$ cat config.mk
export PLATFORM = sky130hd
export DESIGN_NAME = adder_ctrl
export DESIGN_NICKNAME = d
export VERILOG_FILES = /design/src/rtl/adder_pkg.sv /design/src/rtl/adder_ctrl_chunk_adder.sv /design/src/rtl/adder_ctrl.sv
export SDC_FILE = /design/constraint.sdc
export NUM_CORES = 1
export LEC_CHECK = 0
export CORE_UTILIZATION = 50
export DETAILED_ROUTE_END_ITERATION = 8
export PLACE_DENSITY = 0.73
export RECOVER_POWER = 100
export SLEW_MARGIN = 20
export SYNTH_ARGS = -nofsm -noshare
export SYNTH_HDL_FRONTEND = slang
export SYNTH_SLANG_ARGS = --single-unit
$ cat constraint.sdc
create_clock -name ACLK -period 4.6 [get_ports ACLK]
set_clock_uncertainty 0.1 [all_clocks]
set_input_delay 0.92 -clock ACLK [delete_from_list [all_inputs] [get_ports ACLK]]
set_output_delay 0.92 -clock ACLK [all_outputs]
set_load 0.005 [all_outputs]
$ cat src/rtl/adder_pkg.sv
// Shared types and sizing helpers for the chunked adder sequencer.
package adder_pkg;

  typedef enum logic [1:0] {
    IDLE     = 2'd0,
    COMPUTE  = 2'd1,
    WB       = 2'd2,
    WAIT_CLR = 2'd3
  } state_e;

  localparam int DATA_W_DEF  = 32;
  localparam int CHUNK_W_DEF = 8;

  function automatic int nchunk(input int data_w, input int chunk_w);
    return data_w / chunk_w;
  endfunction

  // A single-chunk configuration still needs a one-bit index register.
  function automatic int idx_width(input int n);
    return (n > 1) ? $clog2(n) : 1;
  endfunction

endpackage

$ cat src/rtl/adder_ctrl_chunk_adder.sv
// Combinational W-bit adder slice with carry in and carry out.
module chunk_adder #(
  parameter int W = 8
) (
  input  logic [W-1:0] a,
  input  logic [W-1:0] b,
  input  logic         ci,
  output logic [W-1:0] s,
  output logic         co
);

  assign {co, s} = {1'b0, a} + {1'b0, b} + {{W{1'b0}}, ci};

endmodule

$ cat src/rtl/adder_ctrl.sv
// Start-bit sequencer: captures r0/r1, adds them CHUNK_W bits per cycle,
// then strobes the sum back to the regfile and waits for start to clear.
module adder_ctrl
  import adder_pkg::*;
#(
  parameter int DATA_W  = DATA_W_DEF,
  parameter int CHUNK_W = CHUNK_W_DEF
) (
  input  logic              ACLK,
  input  logic              ARSTn,
  input  logic              i_start,
  input  logic [DATA_W-1:0] i_r0,
  input  logic [DATA_W-1:0] i_r1,
  output logic [DATA_W-1:0] o_busr,
  output logic              o_enable_ctrl_write,
  output logic              o_busy,
  output logic              o_done,
  output logic              o_carry
);

  localparam int NCHUNK = nchunk(DATA_W, CHUNK_W);
  localparam int IDX_W  = idx_width(NCHUNK);
  localparam logic [IDX_W-1:0] LAST_IDX = IDX_W'(NCHUNK - 1);

  if ((DATA_W % CHUNK_W) != 0) begin : g_bad_chunk
    $error("adder_ctrl: DATA_W must be an integer multiple of CHUNK_W");
  end

  state_e              state_q, state_d;
  logic [DATA_W-1:0]   a_q, a_d;
  logic [DATA_W-1:0]   b_q, b_d;
  logic [DATA_W-1:0]   acc_q, acc_d;
  logic                carry_q, carry_d;
  logic [IDX_W-1:0]    idx_q, idx_d;
  logic [DATA_W-1:0]   busr_q, busr_d;
  logic                wr_q, wr_d;
  logic                done_q, done_d;
  logic                busy_q, busy_d;
  logic                cout_q, cout_d;

  logic [CHUNK_W-1:0]  slice_a, slice_b, slice_s;
  logic                slice_co;

  // One shared adder; the current chunk is selected by idx.
  assign slice_a = a_q[int'(idx_q) * CHUNK_W +: CHUNK_W];
  assign slice_b = b_q[int'(idx_q) * CHUNK_W +: CHUNK_W];

  chunk_adder #(.W(CHUNK_W)) u_chunk_adder (
    .a  (slice_a),
    .b  (slice_b),
    .ci (carry_q),
    .s  (slice_s),
    .co (slice_co)
  );

  always_ff @(posedge ACLK or negedge ARSTn) begin
    if (!ARSTn) begin
      state_q <= IDLE;
      a_q     <= '0;
      b_q     <= '0;
      acc_q   <= '0;
      carry_q <= 1'b0;
      idx_q   <= '0;
      busr_q  <= '0;
      wr_q    <= 1'b0;
      done_q  <= 1'b0;
      busy_q  <= 1'b0;
      cout_q  <= 1'b0;
    end else begin
      state_q <= state_d;
      a_q     <= a_d;
      b_q     <= b_d;
      acc_q   <= acc_d;
      carry_q <= carry_d;
      idx_q   <= idx_d;
      busr_q  <= busr_d;
      wr_q    <= wr_d;
      done_q  <= done_d;
      busy_q  <= busy_d;
      cout_q  <= cout_d;
    end
  end

  always_comb begin
    state_d = state_q;
    case (state_q)
      IDLE:     if (i_start) state_d = COMPUTE;
      COMPUTE:  if (idx_q == LAST_IDX) state_d = WB;
      WB:       state_d = WAIT_CLR;
      WAIT_CLR: if (!i_start) state_d = IDLE;
      default:  state_d = IDLE;
    endcase
  end

  // Outputs are computed from the next state so they leave the flops
  // aligned with the state they belong to.
  always_comb begin
    a_d     = a_q;
    b_d     = b_q;
    acc_d   = acc_q;
    carry_d = carry_q;
    idx_d   = idx_q;
    busr_d  = busr_q;
    cout_d  = cout_q;
    if (state_q == IDLE && i_start) begin
      a_d     = i_r0;
      b_d     = i_r1;
      acc_d   = '0;
      carry_d = 1'b0;
      idx_d   = '0;
      cout_d  = 1'b0;
    end else if (state_q == COMPUTE) begin
      acc_d[int'(idx_q) * CHUNK_W +: CHUNK_W] = slice_s;
      carry_d = slice_co;
      idx_d   = idx_q + IDX_W'(1);
      if (idx_q == LAST_IDX) begin
        cout_d = slice_co;
        busr_d = acc_d;
      end
    end
    wr_d   = (state_d == WB);
    done_d = (state_d == WB);
    busy_d = (state_d != IDLE);
  end

  assign o_busr              = busr_q;
  assign o_enable_ctrl_write = wr_q;
  assign o_done              = done_q;
  assign o_busy              = busy_q;
  assign o_carry             = cout_q;

endmodule

======== Word-level counts from Yosys, hierarchy flattened ========
Index checks and enable logic that the tools add are counted.
storage, ports and cells
  register bits ........................... 136
  input bits .............................. 67
  output and inout bits ................... 36
  logic and storage cells ................. 45
operators by class
  add/sub/neg operators ................... 4
  eq/ne operators ......................... 5
  shift-type cells ........................ 4
  muxes and demuxes ....................... 14
  bitwise gates (word level) .............. 1
  reductions and logical operators ........ 7
operators with widths
  cell                                                                      count
  32-bit 2-to-1 mux                                                         2
  32-bit by 6-bit indexed part select with 8-bit output                     2
  5-bit negator with 33-bit output                                          1
  8-bit by 33-bit variable shift with 32-bit output (first input constant)  1
  8-bit by 33-bit indexed part select with 32-bit output                    1
  32-bit bitwise mux                                                        1
  2-bit 2-to-1 mux                                                          5
  8-bit by 8-bit adder with 9-bit output                                    1
  9-bit by 1-bit adder with 9-bit output                                    1
  2-bit equality test (second input constant)                               4
  2-bit one-hot mux with 4 select lines                                     1
  2-bit nonzero test                                                        3
  1-bit 2-to-1 mux                                                          5
  3-bit AND reduction                                                       1
  2-bit by 1-bit adder with 2-bit output (second input constant)            1
  2-bit by 1-bit equality test with 1-bit output (second input constant)    1
  2-bit logical NOT                                                         1
  2-bit AND reduction                                                       1
  1-bit logical AND                                                         1
  1-bit inverter                                                            1

======== Depth between registers and ports, before layout ========
  word-level depth ........................ 7
  mapped depth ............................ 10
  mapped depth without buffers ............ 9

======== Modules after synthesis ========
Synthesis repeated with hierarchy kept, for this count alone.
unflattened totals
  cell total of the unflattened synthesis .. 443
  area, all modules ....................... 6158.4 sq um
modules (own cells, without submodules)
  module       instances  cells an instance  area each (sq um)  seq. area each (sq um)
  adder_ctrl   1          401                5826.8             3203.1
  chunk_adder  1          42                 331.6              0.0

======== Worst setup path after synthesis ========
OpenSTA, ideal clock, no wires.
  path kind ............................... register -> register
  start point ............................. register idx_q[0]
  end point ............................... register acc_q[6]
  library setup time ...................... 0.121 ns
  arrival time ............................ 2.778 ns
  data required time ...................... 4.379 ns
  path slack .............................. 1.601 ns
  stages on the path, launching flop included .. 11
  buffers on the path ..................... 1
  clock period less this slack ............ 2.999 ns
  path through ............................ dfrtp_1 buf_4 mux4_2 fa_1 inv_1 fa_1 nand2b_1 a21oi_1 a211oi_2 xnor2_1 a22o_1
between the ends
  word-level cells in the longest chain between the ends .. 7
  elaborated cells on any way between the ends .. 10
  classes of those cells .................. 3 x add/sub; 4 x shift; 3 x mux
RTL lines
  element                                                                          RTL line                            source
  start, declared                                                                  adder_ctrl.sv:34                    logic [IDX_W-1:0] idx_q, idx_d;
  start signal, assigned                                                           adder_ctrl.sv:75                    idx_q <= idx_d;
  32-bit by 6-bit indexed part select with 8-bit output, on equally long branches  adder_ctrl.sv:45, adder_ctrl.sv:46
  8-bit by 8-bit adder with 9-bit output                                           adder_ctrl_chunk_adder.sv:12        assign {co, s} = {1'b0, a} + {1'b0, b} + {{W{1'b0}}, ci};
  9-bit by 1-bit adder with 9-bit output                                           adder_ctrl_chunk_adder.sv:12
  8-bit by 33-bit indexed part select with 32-bit output                           adder_ctrl.sv:113                   acc_d[int'(idx_q) * CHUNK_W +: CHUNK_W] = slice_s;
  32-bit bitwise mux (*)                                                           adder_ctrl.sv:113
  32-bit 2-to-1 mux (*)                                                            adder_ctrl.sv:112                   end else if (state_q == COMPUTE) begin
  32-bit 2-to-1 mux (*)                                                            adder_ctrl.sv:105                   if (state_q == IDLE && i_start) begin
  end signal, assigned                                                             adder_ctrl.sv:61                    acc_q <= '0;
  end signal, assigned                                                             adder_ctrl.sv:73                    acc_q <= acc_d;
  end, declared                                                                    adder_ctrl.sv:32                    logic [DATA_W-1:0] acc_q, acc_d;
Mark *: on every way between the ends. The rest lies on a longest branch, timed or not. The select of a mux whose other input is x is not followed.
A chain may end at the register's enable or synchronous reset.

======== Worst setup path after layout ========
  start point ............................. register idx_q[1]
  end point ............................... register acc_q[17]
The elaborated chain is that of the path after synthesis.

==> flow_summary.ini <==
[placed_design]
port-buffer-count = 102
place_congestion = 0.859
place_hpwl_microns = 9930
postPlaceCellArea_sq_um = 7300

[sta]
rsz0062_at_grt = no
clock.fmax_mhz = 251
slew_violations = 139
tightestPinTransition_ps = 1780
setup_viol = 0
fin_tns_setup_ps = 0
min_period_over_period_pct = 86.7
hold_violations = 0
slew_headroom_pct = -18.9
period_needed_ps = 3990

[floorplan]
die_h_microns = 113
die-area_sq_um = 12700
core_area_sq_um = 12000
io_pins = 103
start_util_pct = 51.2
row_count = 40
die_w_microns = 113

[final_layout]
area_growth_pct = 27.5
fin_nets = 649
multi_input_area_sq_um = 2520
drive_above_1_share_pct = 21.0
antenna_cells = 0
nFillCells = 966
seq_area_sq_um = 3400
fin_area_sq_um = 7840

[synthesis]
netlist_area_sq_um = 6150
async_flop_share_pct = 100
syn_nets = 545
synthAdderAreaFrac_pct = 3.30
syn-instance-count = 463
synth_top_area_share_pct = 55.3
synth-seq-cells = 136
yosys.area.top_type = dfrtp_1
ys_types = 41
synthFlopType = dfrtp_1
avgSynthCellArea_sq_um = 13.3
synthMuxAreaShare_pct = 17.6
synth_top_family_by_area = multiplexers
ys_top_cells_by_area = dfrtp_1 (55%), mux2_2 (12%), mux4_2 (5.9%)
synth_compound_area_share_pct = 12.6
synthTopCellsByCount = dfrtp_1 (136), mux2_2 (64), nor2_1 (36)
seq_area_frac_synth_pct = 55.3
yosysMostFrequentCell = dfrtp_1
synthXorXnorAreaFrac_pct = 1.14
synth_edf_count = 0
synth_simple_gate_area_share_pct = 7.04
yosysWarnings = 0

[run_status]
outcome = finished with violations
violations = max-capacitance violations, max-slew violations

[worst_setup_path]
endpoint_kind = flop
critPathMaxFanout = 11
r2r_slack_ps = 610
start_kind = flop
worstPathRequired_ps = 4850
arrival_ps = 4240
criticalPathCategory = reg2reg

[clock_network]
post_cts_buffers = 0
root_buffer = clkbuf_16
cts.sinks = 136
cts-buffers-inserted = 17
cts_buffer_depth = 2
clkTransAtPathRegs_ps = 60
ctsHoldBuffers = 0
post_cts_resized = 0
ctsHtreeMaxLevel = 4
clkLatencyLatePin_ps = 430
cts_tree = yes

[route]
wirelength_microns = 14000
drc = 0
vias = 4236
wl_per_cell_microns = 19.3
drtIter0Drc = 277
postRouteAntennaNets = 0
viasPerCell = 5.83
drtPass1Iterations = 4

[pwr]
irDropWorstVdd_uv = 500
powerDensity_nw_per_um2 = 875
finalPower_uw = 6860
power_leakage_uw = 0.00345

[grt]
grt_max_degree = 73
grt_remaining_overflow = 0
antenna_found_initial = 0
grt_pass1_vias = 4278
grt_pass1_wl_microns = 22900
groute.usage.overall_pct = 23.9

[flow_run]
maxCapViolations = 2

[hold_path]
hp-class = reg2reg
-- worst max-delay path: stages (launching register included) --
cell and delay, ps:
dfrtp_1 630, clkbuf_1 560, inv_1 210, ha_1 480
nor4b_1 1150, and2_0 540, a22o_1 240
-- cells in the final DEF (no fill, tap or decap), drive strengths merged, types with 3 or more instances in the layout --
cell / instances
a211oi: 3
a21o: 3
a21oi: 25
a221oi: 14
a22o: 32
a32oi: 4
and2: 5
and3: 12
buf: 3
bufinv: 4
clkbuf: 25
clkdlybuf4s50: 64
clkinv: 6
clkinvlp: 3
dfrtp: 136
dlygate4sd3: 37
ha: 13
inv: 12
mux2: 64
mux4: 16
nand2: 13
nand2b: 3
nor2: 36
o21ai: 17
xnor2: 5
xor2: 3
-- logic make-up after synthesis --
family	Yosys count
muxes	80
adders and majority gates	15
DFF	136
AOI/OAI and AO/OA	107
and+or+nand+nor	80
xor gates and xnor gates	8
buffers and inverters	37
-- sequential cells by signal, indices dropped and copies added, names as in the netlist --
register / cells
a_q: 32
acc_q: 32
b_q: 32
carry_q: 1
idx_q: 2
o_busr: 32
o_busy: 1
o_carry: 1
o_done: 1
state_q: 2
-- where the power goes --
group / internal, uW / total, uW / leakage [uW] / switching, uW
registers: 1720 / 2040 / 0.00170 / 327
logic: 1450 / 3380 / 0.00145 / 1930
clock network: 930 / 1430 / 0.000305 / 500
total: 4100 / 6860 / 0.00345 / 2760
-- final timing paths --
check,start,end,cells past startpoint
max,idx_q[1],acc_q[17],6
min,o_busr[9],o_busr[9],1
max reg2reg,idx_q[1],acc_q[17],6
min reg2reg,o_busr[9],o_busr[9],1
max in group asynchronous,ARSTn,a_q[31],2
min in group asynchronous,ARSTn,o_busr[6],1
-- through the flow --
| step | setup slack [ps] | instances | hold WS (ps) | utilization, % |
|---|---|---|---|---|
| final | 614 | 727 | 382 | 65.3 |
| after global routing | 456 | 727 | 400 | 65.3 |
| after CTS | 1020 | 727 | 395 | 66.0 |
| after detailed placement | 1040 | 695 | 375 | 60.8 |
| after global placement | 1120 | 695 | 375 | 60.8 |
| after floorplan | 1600 | 463 | 358 | - |
-- metal layers --
layer | wire, microns | track usage, % | vias up
met3 | 664 | 5.14 | 18
met1 | 6030 | 31.6 | 2142
met2 | 7060 | 38.6 | 146
met4 | 284 | 9.91 | 0
met5 | 0 | 0 | -
li1 | - | - | 1930
-- layout make-up --
cell class	count	area share, %
multi-input combinational	290	32.1
sequential	136	43.4
clock buffer	19	5.78
clock inverter	13	2.25
inverter	12	0.575
timing repair buffer	110	13.5
tap	147	2.35
(Power assumes the default switching activity.)
